$ cat config.mk
export PLATFORM = sky130hd
export DESIGN_NAME = instruction_fetch_buffer
export DESIGN_NICKNAME = d
export VERILOG_FILES = /design/src/rtl/fetch_pkg.sv /design/src/rtl/fetch_fifo.sv /design/src/rtl/instruction_fetch_buffer.sv
export SDC_FILE = /design/constraint.sdc
export NUM_CORES = 1
export LEC_CHECK = 0
export ABC_AREA = 1
export BUFFER_PORTS_ARGS = -buffer_cell sky130_fd_sc_hd__clkbuf_2
export CAP_MARGIN = 5
export CORE_ASPECT_RATIO = 0.7
export CORE_MARGIN = 3
export CORE_UTILIZATION = 40
export DETAILED_ROUTE_END_ITERATION = 8
export PLACE_DENSITY = 0.7
export SYNTH_ARGS = -nofsm -noshare
export SYNTH_HDL_FRONTEND = slang
export SYNTH_SLANG_ARGS = --single-unit
$ cat constraint.sdc
create_clock -name clk -period 7.24 [get_ports clk]
set_clock_uncertainty 0.1 [all_clocks]
set_input_delay 0 -clock clk [delete_from_list [all_inputs] [get_ports clk]]
set_output_delay 0 -clock clk [all_outputs]
set_load 0.005 [all_outputs]
$ cat src/rtl/fetch_pkg.sv
// fetch_pkg: shared types and constants for the instruction fetch front end
package fetch_pkg;
    localparam int FETCH_XLEN = 32;
    localparam logic [31:0] NOP_INSTRUCTION = 32'h00000013;
    typedef struct packed {
        logic [FETCH_XLEN-1:0] pc;
        logic [31:0]           instruction;
    } fetch_entry_t;
endpackage

$ cat src/rtl/fetch_fifo.sv
// fetch_fifo: prefetch queue of {pc, instruction} entries with a priority flush
module fetch_fifo
    import fetch_pkg::*;
#(
    parameter int W     = 2 * FETCH_XLEN,
    parameter int DEPTH = 4
) (
    input  logic                     clk,
    input  logic                     reset,
    input  logic                     push,
    input  logic [W-1:0]             push_data,
    input  logic                     pop,
    input  logic                     flush,
    output logic [$clog2(DEPTH):0]   count,
    output logic [W-1:0]             head
);
    localparam int CW = $clog2(DEPTH) + 1;
    localparam int PW = $clog2(DEPTH);
    logic [W-1:0]  r_mem [DEPTH];
    logic [PW-1:0] r_head;
    logic [PW-1:0] r_tail;
    logic [CW-1:0] r_count;
    assign count = r_count;
    assign head  = r_mem[r_head];
    // storage is cleared on reset so the head reads as zero until the first push
    always_ff @(posedge clk) begin
        if (!reset) begin
            r_head  <= '0;
            r_tail  <= '0;
            r_count <= '0;
            for (int i = 0; i < DEPTH; i++) r_mem[i] <= '0;
        end else if (flush) begin
            r_head  <= '0;
            r_tail  <= '0;
            r_count <= '0;
        end else begin
            if (push) begin
                r_mem[r_tail] <= push_data;
                r_tail        <= r_tail + 1'b1;
            end
            if (pop) r_head <= r_head + 1'b1;
            r_count <= r_count + CW'(push) - CW'(pop);
        end
    end
endmodule

$ cat src/rtl/instruction_fetch_buffer.sv
// instruction_fetch_buffer: sequential fetch over a 1-cycle memory into a prefetch FIFO
module instruction_fetch_buffer
    import fetch_pkg::*;
#(
    parameter int               XLEN     = FETCH_XLEN,
    parameter int               DEPTH    = 4,
    parameter logic [XLEN-1:0]  RESET_PC = '0
) (
    input  logic            clk,
    input  logic            reset,
    output logic            imem_read_en,
    output logic [XLEN-1:0] imem_addr,
    input  logic [31:0]     imem_data,
    input  logic            redirect_valid,
    input  logic [XLEN-1:0] redirect_pc,
    output logic            fetch_valid,
    input  logic            fetch_ready,
    output logic [31:0]     fetch_instruction,
    output logic [XLEN-1:0] fetch_pc,
    output logic [XLEN-1:0] fetch_pc_plus_four
);
    localparam int CW = $clog2(DEPTH) + 1;
    logic [XLEN-1:0]    r_next_pc;
    logic [XLEN-1:0]    r_pending_pc;
    logic               r_inflight;
    logic [CW-1:0]      w_count;
    logic [CW-1:0]      w_occupancy;
    logic [XLEN+31:0]   w_head;
    logic               w_issue;
    logic               w_push;
    logic               w_pop;
    // a slot is reserved for the in-flight read, so a response can always be queued
    assign w_occupancy        = w_count + CW'(r_inflight);
    assign w_issue            = reset && !redirect_valid && (w_occupancy < CW'(DEPTH));
    assign w_push             = r_inflight && !redirect_valid;
    assign w_pop              = fetch_valid && fetch_ready && !redirect_valid;
    assign imem_read_en       = w_issue;
    assign imem_addr          = r_next_pc;
    assign fetch_valid        = w_count != '0;
    assign fetch_pc           = w_head[XLEN+31:32];
    assign fetch_instruction  = w_head[31:0];
    assign fetch_pc_plus_four = fetch_pc + XLEN'(4);
    // fetch address sequencing and tracking of the single outstanding read
    always_ff @(posedge clk) begin
        if (!reset) begin
            r_next_pc    <= RESET_PC;
            r_pending_pc <= '0;
            r_inflight   <= 1'b0;
        end else if (redirect_valid) begin
            r_next_pc  <= {redirect_pc[XLEN-1:2], 2'b00};
            r_inflight <= 1'b0;
        end else begin
            r_inflight <= w_issue;
            if (w_issue) begin
                r_pending_pc <= r_next_pc;
                r_next_pc    <= r_next_pc + XLEN'(4);
            end
        end
    end
    fetch_fifo #(.W(XLEN + 32), .DEPTH(DEPTH)) u_fifo (
        .clk       (clk),
        .reset     (reset),
        .push      (w_push),
        .push_data ({r_pending_pc, imem_data}),
        .pop       (w_pop),
        .flush     (redirect_valid),
        .count     (w_count),
        .head      (w_head)
    );
endmodule

Yosys cells after proc, flatten, opt, wreduce, memory -nomap -nowiden
Memory sizes are Yosys's and may differ from the RTL's. A register that Yosys moved wholly into a read port is not among the register bits. Cells that the tools add are included. Widths: inputs -> output; s select.

Flip-flop bits (word level): 72. Latch bits: 0. Memory bits (writable): 256. ROM bits: 0. Input bits: 68. Output and inout port bits: 130. Word-level logic and storage cells: 41. Memories kept: 1.

Memory list: u_fifo.r_mem (depth 4, bits a word 64, read ports 1, clocked after memory_dff 1, wr ports 4, line fetch_fifo.sv:19) `logic [W-1:0] r_mem [DEPTH];`.

Add/subtract/negate cells: 7. Multiply operators: 0. Div/mod/pow operators: 0. $lt $le $gt $ge: 1. Equality and inequality tests: 0. Shifts and indexed selects: 0. Multiplexer cells: 12. Bitwise logic cells: 2. Reduce and logical (&&, ||, !) cells: 11.

Operator list (number): $add 32x3->32 const B (2); $mux 32 (2); $mux 64 (1); $reduce_or 64->1 (1); $add 3x1->3 (2); $mux 1 (6); $mux 2 (3); $logic_and 1x1->1 (5); $add 2x1->2 const B (2); $lt 3x3->1 const B (1); $reduce_bool 3->1 (1); $sub 3x1->3 (1); $not 1->1 (2); $reduce_and 2->1 (1); $reduce_bool 2->1 (1); $reduce_or 2->1 (1); $logic_not 1->1 (1).

Depth between registers and ports, before layout
Gate-level depths: netlist (run 1).

Depth in word-level cells: 8. Gate-level depth with buffers: 13. Gate-level depth less buffers: 12.

Modules after synthesis
A second synthesis (run 1) with hierarchy kept.

Cell total of the unflattened synthesis: 1791. Area total of the unflattened synthesis: 16283.1 sq um.

By module, submodules not included: fetch_fifo (times used 1, cells each 1152, area each 12234.2 sq um, seq. area each 7867.5 sq um); instruction_fetch_buffer (times used 1, cells each 639, area each 4048.9 sq um, seq. area each 1221.2 sq um).

Worst setup path before layout (run 1)
Ideal clock, no wire load.

Kind: register -> register. Start: register r_inflight. End: memory u_fifo.r_mem[3][0] in the netlist's numbering, enable pin. Library setup time: 0.574 ns. Arrival time: 5.235 ns. Required time: 6.566 ns. Setup slack: 1.332 ns. Stages on the path, launching flop included: 5. Path buffers: 0. Clock period less this slack: 5.908 ns. Cell sequence: dfxtp_1 > inv_1 > nor2_1 > inv_1 > o31ai_1.

RTL lines: start: declaration (line instruction_fetch_buffer.sv:25) `logic r_inflight;`; start signal: assignment (line instruction_fetch_buffer.sv:53) `r_inflight <= w_issue;`; end: declaration (line fetch_fifo.sv:19).

==> summary.md, run 1 <==
| Metric | Value |
|---|---|
| LEAKAGE | `8.025 nW` |
| Area Growth Syn to Fin | `19.03%` |
| P per Cell Area | `219.4 nW/um2` |
| Row cnt | `60` |
| Die area | `41770 um2` |
| Die H | `171.9 um` |
| DRC Markers | `0` |
| Dominant cells by area after synthesis | `edfxtp_1 (47%), nand2_1 (12%), dfxtp_1 (8.9%)` |
| Post-synth EDFFs | `248` |
| Via Count | `13190` |
| FF-to-FF End | `u_fifo.r_mem[2][59]$_SDFFCE_PN0P_` |
| Setup violators final | `0` |
| Congestion Overflow GR | `0` |
| Post-layout instance area | `18720 um2` |
| CTS Root Cell | `clkbuf_16` |
| Reg2reg path depth | `5` |
| CP Class | `reg2out` |
| Initial antenna violation count | `0` |
| HPWL after DPL | `27510 um` |
| TritonRoute pass-1 iters | `6` |
| Leading area contributor after synthesis | `edfxtp_1` |
| RSZ-0062 raised after global routing | `no` |
| HP Class | `in2reg` |
| Initial drt markers | `1131` |
| FMAX | `0.2303 GHz` |
| Vias in the first global route | `12560` |
| Final ANT Viol Nets | `0` |
| Total Neg Setup Slack | `0 ns` |
| Nets | `2169` |
| Final Hold Viols | `0` |
| Fin crit share | `59.97%` |
| Sequential cell area | `8853 um2` |
| Post CTS Setup Buffer Count | `0` |
| CP endpoint kind | `primary output` |
| Yosys warns | `0` |
| Sequential area share after synthesis | `56.27%` |
| Overall routing resource usage | `20.37%` |
| Routed length per placed instance | `16.26 um` |
| CTS tree | `built` |
| Vias/cell | `4.984` |
| Synth unique cells | `40` |
| Mapped Cells | `1884` |
| Slew margin rel. | `21.64%` |
| Critical path arrival | `4.24 ns` |
| Largest net degree at the start of global routing | `82` |
| Starting Density | `40.75%` |
| Share of cells above drive strength 1 | `14.82%` |
| Synth Flop Type | `edfxtp_1` |
| Ys async rst share | `0%` |
| Top-area cell type share of the netlist area | `47.36%` |
| Count leader, synth | `nand2_1` |
| VDD IR max | `0.1598 mV` |
| Max Cap Viol | `0` |
| Top cells by count, synth | `nand2_1 (496), nor2_1 (365), edfxtp_1 (248)` |
| Worst-Skew Late Latency | `0.50 ns` |
| Filler cells | `3681` |
| Ant diodes | `0` |
| Worst setup SP type | `flop` |
| Io pins | `198` |
| Outcome | `completed` |
| Worst Hold Endpoint | `imem_addr[16]$_SDFFE_PN0P_` |
| IO buf count | `189` |
| Final min period | `4.342 ns` |
| Final WL | `43020 um` |
| R2r setup slk | `3.58 ns` |
| DIE WIDTH | `243.0 um` |
| CTS buffer count | `34` |
| Max Root-Sink Buffers | `3` |
| Global placement routability congestion | `0.8742` |
| Mean Syn Cell Area | `8.347 um2` |
| Req. time, crit path | `7.14 ns` |
| Area used by multi-input combinational logic | `5680 um2` |
| Core area | `38590 um2` |
| Synthesized area | `15730 um2` |
| Tightest Pin Transition | `1.171 ns` |
| First-pass GRT wire length | `68120 um` |
| Clk sinks | `318` |
| Post-DP Area | `17020 um2` |
| H-tree depth | `2` |
| Max Fanout on Critical Path | `75` |
| Register bit count reported by yosys | `318` |
| Slew Viols, Final | `0` |
| CTS clk-pin slew, worst paths | `0.06 ns` |
| Worst r2r src | `r_inflight$_SDFF_PP0_` |
| Min-delay src | `redirect_valid` |
| Hold Crit Depth | `3` |
==> layout by cell type (no fill, tap or decap), types with 3 or more instances in the layout <==
cell           count
clkinv_1           6
conb_1             6
dlygate4sd3_1     63
nand3_1           96
o22ai_1           32
o21ai_0          104
a31oi_1            7
xor2_1            28
clkbuf_2         189
inv_2             11
edfxtp_1         248
nand2_2           22
clkbuf_1           8
ha_1               4
nand4_1            9
nor2_4             6
nor3_1             7
clkbuf_8           3
o21ai_1            5
clkinv_2           6
nor2_1           365
nand2_1          493
inv_1            193
buf_4             14
nor2_2            15
clkbuf_16         35
o211ai_1           7
dfxtp_1           68
a211oi_1           3
a21oi_1           43
==> repair_timing <==
action	CTS	global route
hold endpoints to repair	162	0
resized for setup	0	0
hold buffers	63	0
==> critical path: stages, from the launching register on <==
cell,delay (ns)
dfxtp_4,0.79
clkinv_2,0.79
buf_4,0.62
nand2_1,0.16
nand3_1,0.08
nand2_1,0.32
nand2_1,0.12
nor2_1,0.13
nand2_1,0.06
nor2_1,0.22
nand2_1,0.08
nand2_1,0.06
nand2_1,0.06
clkbuf_2,0.11
==> layer usage <==
metal | GRT usage [%] | wire, um | vias up
met5 | 0 | 0 | -
met4 | 4.386 | 558 | 0
met3 | 2.806 | 3849 | 43
met2 | 32.27 | 18670 | 556
met1 | 30.01 | 19940 | 6114
li1 | - | - | 6474
==> registers in the layout, summed over array words and instances, names as in the netlist, named ones only <==
register       cells
imem_addr         30
u_fifo.r_tail      2
r_pending_pc      30
u_fifo.r_mem     248
u_fifo.count       3
r_inflight         1
u_fifo.r_head      2
==> layout make-up <==
cell class,count,area share [%]
Clock inverter,13,0.6217
Clock buffer,46,5.060
Tap cell,527,3.523
Timing Repair Buffer,266,8.984
Multi-Input combinational cell,1269,30.35
Sequential cell,318,47.30
Inverter,207,4.164
==> worst max path at each step <==
stage | start | to | slack [ns] | cells past startpoint
floorplan | r_inflight$_SDFF_PP0_ | u_fifo.r_mem[3][0]$_DFFE_PP_ | 1.33 | 4
global placement | reset | u_fifo.r_mem[2][55]$_SDFFCE_PN0P_ | 2.61 | 8
detailed placement | reset | u_fifo.r_mem[2][53]$_SDFFCE_PN0P_ | 2.52 | 8
CTS | flop | fetch_pc_plus_four[14] | 2.90 | 12
global route | flop | fetch_pc_plus_four[31] | 2.56 | 13
finish | flop | fetch_pc_plus_four[31] | 2.90 | 13
==> stage by stage <==
| step | utilization, % | total power [mW] | hold slack, ns | std cells | worst slack, ns |
|---|---|---|---|---|---|
| after floorplan | - | 2.302 | 0.06789 | 1889 | 1.332 |
| after global placement | 44.12 | 2.431 | 0.1596 | 2524 | 2.609 |
| after detailed placement | 44.12 | 2.440 | 0.1697 | 2524 | 2.523 |
| after CTS | 48.51 | 4.136 | 0.07821 | 2646 | 2.904 |
| after global routing | 48.51 | 4.250 | 0.1544 | 2646 | 2.562 |
| final | 48.51 | 4.107 | 0.1014 | 2646 | 2.898 |
==> cells by family after synthesis <==
group                      share of synthesized area (%)
and+or+nand+nor                                    26.38
DFF                                                56.27
buffers and inverters                              8.036
AOI/OAI and AO/OA                                  7.177
xor gates and xnor gates                           1.671
adders and majority gates                         0.4456
other                                            0.02385
==> report_power, final <==
group	internal, mW	total, mW	switching (mW)
logic	0.119	0.343	0.225
registers	2.05	2.09	0.0413
clock network	0.989	1.68	0.689
Power figures use the tool's default switching activity.
==> inputs of run 2 (changes only) <==
==> constraint.sdc (replaced) <==
create_clock -name clk -period 4.1 [get_ports clk]
set_clock_uncertainty 0.1 [all_clocks]
set_input_delay 0 -clock clk [delete_from_list [all_inputs] [get_ports clk]]
set_output_delay 0 -clock clk [all_outputs]
set_load 0.005 [all_outputs]
==> run 2 against run 1 <==
Via count is 0.61% higher. Clock power increased by 68%. Largest power group unchanged. Sequential share of layout area shrank 0.77 points. First-iteration DRC count shrank 0.71%. Core utilization grew 0.80 points. Critical path depth is the same.
==> summary.md, run 2 (same netlist as run 1, synthesis figures left out) <==
| Metric | Value |
|---|---|
| CTS Root Cell | `clkbuf_16` |
| Largest net degree at the start of global routing | `88 (+7.3%)` |
| Top reg by flops | `u_fifo.r_mem` |
| M1 WL | `20210 um (+1.3%)` |
| Die H | `171.9 um (unchanged)` |
| Sequential cell area | `8853 um2 (unchanged)` |
| Setup violators final | `0 (unchanged)` |
| Area Growth Syn to Fin | `21.01%` |
| Total power | `7.154 mW (+74%)` |
| Overall routing resource usage | `20.48% (+0.11 points)` |
| Max Cap Viol | `0 (unchanged)` |
| Hold Crit Depth | `4 (+1)` |
| CP Class | `reg2out` |
| Reg2reg path depth | `8 (+3)` |
| RSZ-0062 raised after global routing | `no` |
| CTS clk-pin slew, worst paths | `0.06 ns (about the same)` |
| Vias in the first global route | `12570 (+0.088%)` |
| Worst slack at placement | `0.9723 ns (-1.550 ns)` |
| Cells along the critical path | `buf_4 -> nand2_1 -> nand2_1 -> nand2_1 -> nand2_2 -> ha_1 -> nand3_2 -> nor2_4 -> nand2_2 -> nor2_1 -> nand2_1 -> nand2_1 -> clkbuf_2` |
| Max Fanout on Critical Path | `87 (+16%)` |
| HP Class | `in2reg` |
| PnR worst setup slack | `0.4687 ns (-2.430 ns)` |
| DIE WIDTH | `243.0 um (unchanged)` |
| Die area | `41770 um2 (unchanged)` |
| Post CTS Setup Buffer Count | `0 (unchanged)` |
| P per Cell Area | `376.0 nW/um2 (+71%)` |
| Cts repair resizes | `0 (unchanged)` |
| Hold_buf cts | `93 (+48%)` |
| Vias/cell | `4.945 (-0.78%)` |
| CP max stage cell | `buf_4` |
| Initial drt markers | `1123 (-0.71%)` |
| Area used by multi-input combinational logic | `5680 um2 (unchanged)` |
| Worst-Skew Late Latency | `0.51 ns (about the same)` |
| Core area | `38590 um2 (unchanged)` |
| LEAKAGE | `8.174 nW (+1.9%)` |
| Max Root-Sink Buffers | `3 (unchanged)` |
| R2r setup slk | `1.35 ns (-2.23 ns)` |
| CTS buffer count | `34 (unchanged)` |
| Leading cell type in the layout, fill and taps excluded | `nand2_1` |
| Io pins | `198 (unchanged)` |
| Placed insts | `2531 (+0.28%)` |
| Final Hold Viols | `0 (unchanged)` |
| Most frequent cells in the layout | `nand2_1 (493), nor2_1 (365), edfxtp_1 (248)` |
| CP Buf/Inv Count | `2 (-1)` |
| Final std cells w/o fill | `2683 (+1.4%)` |
| Critical path arrival | `3.53 ns (-0.71 ns)` |
| Worst setup SP type | `flop` |
| Crit-path leading delay family | `simple AND/OR/NAND/NOR gates` |
| Congestion Overflow GR | `0 (unchanged)` |
| HPWL after DPL | `27960 um (+1.6%)` |
| Routed length per placed instance | `16.22 um (-0.21%)` |
| DRC Markers | `0 (unchanged)` |
| VDD IR max | `0.2197 mV (+38%)` |
| Met3 wire len | `3896 um (+1.2%)` |
| TritonRoute pass-1 iters | `5 (-1)` |
| Req. time, crit path | `4.00 ns (-3.14 ns)` |
| Final WL | `43530 um (+1.2%)` |
| Largest register FFs | `248 (unchanged)` |
| Global placement routability congestion | `0.8815 (+0.84%)` |
| Final min period | `3.631 ns` |
| Nets | `2206 (+1.7%)` |
| Clk sinks | `318 (unchanged)` |
| Share of cells above drive strength 1 | `14.89% (+0.070 points)` |
| Min Hold Slack | `0.2688 ns (+0.1674 ns)` |
| First-pass GRT wire length | `67990 um (-0.19%)` |
| Starting Density | `40.75% (unchanged)` |
| Min-delay src | `imem_data[5]` |
| Final ANT Viol Nets | `0 (unchanged)` |
| FMAX | `0.2754 GHz` |
| Fin crit share | `88.57%` |
| Worst r2r src | `u_fifo.count[1]$_SDFF_PP0_` |
| Tightest Pin Transition | `1.127 ns (-0.04368 ns)` |
| Initial antenna violation count | `0 (unchanged)` |
| CP endpoint kind | `primary output` |
| IO buf count | `189 (unchanged)` |
| Slew Viols, Final | `0 (unchanged)` |
| Total Neg Setup Slack | `0 ns (unchanged)` |
| CP dominant cell by count | `nand2_1` |
| CTS tree | `built` |
| FF-to-FF End | `imem_addr[20]$_SDFFE_PN0P_` |
| H-tree depth | `2 (unchanged)` |
| Outcome | `completed` |
| Slew margin rel. | `24.73% (+3.1 points)` |
| Worst Hold Endpoint | `u_fifo.r_mem[3][5]$_DFFE_PP_` |
| Ant diodes | `0 (unchanged)` |
| Largest stage delay on the critical path | `0.79 ns (about the same)` |
| Top routing layer in use | `met4` |
| Row cnt | `60 (unchanged)` |
| Filler cells | `3697 (+0.43%)` |
| Via Count | `13270 (+0.61%)` |
| DR WL met2 | `18840 um (+0.89%)` |
[run 2: cell count changes in the layout (fill, tap and decap cells not counted), sizes merged]
cell,before,now
clkbuf,235,236
buf,14,21
inv,206,207
dlygate4sd3,63,93
bufinv,2,0
[run 2: cell type report]
cell class                 count  share of cell area [%]
sequential                   318                   46.53
multi-input combinational   1269                   29.85
timing repair buffer         303                   10.69
clock buffer                  47                   5.050
inverter                     207                   4.090
tap                          527                   3.465
clock inverter                12                  0.3222
[run 2: worst max path at each step]
stage	from	to	slack, ns	depth (start not counted)
global route	flop	fetch_pc_plus_four[16]	0.03	11
floorplan	r_inflight$_SDFF_PP0_	u_fifo.r_mem[0][0]$_SDFFCE_PN0P_	-1.59	4
detailed placement	flop	fetch_pc_plus_four[16]	0.97	11
global placement	flop	fetch_pc_plus_four[22]	1.02	13
finish	flop	fetch_pc_plus_four[20]	0.47	13
CTS	flop	fetch_pc_plus_four[16]	0.43	11
[run 2: worst min-delay path, cell delays in order]
cell and delay (ns):
dlygate4sd3_1 0.52, clkbuf_2 0.10, nand2_1 0.09, inv_1 0.06
[run 2: metrics by stage]
| step | util, % | instance area [um2] |
|---|---|---|
| after floorplan | - | 15750 |
| after global placement | 44.25 | 17080 |
| after detailed placement | 44.25 | 17080 |
| after CTS | 49.31 | 19030 |
| after global routing | 49.31 | 19030 |
| final | 49.31 | 19030 |
[run 2: metal layers]
metal  vias up  track usage, %
met5         -               0
met4         0           4.308
met3        49           3.379
met2       547           32.01
met1      6121           30.21
li1       6550               -
[run 2: report_power, final]
part	internal (mW)	leakage, nW	switching [mW]
Clock	1.64	0.506	1.20
Combinational	0.233	4.52	0.404
Sequential	3.61	3.15	0.0711
Total	5.48	8.17	1.67
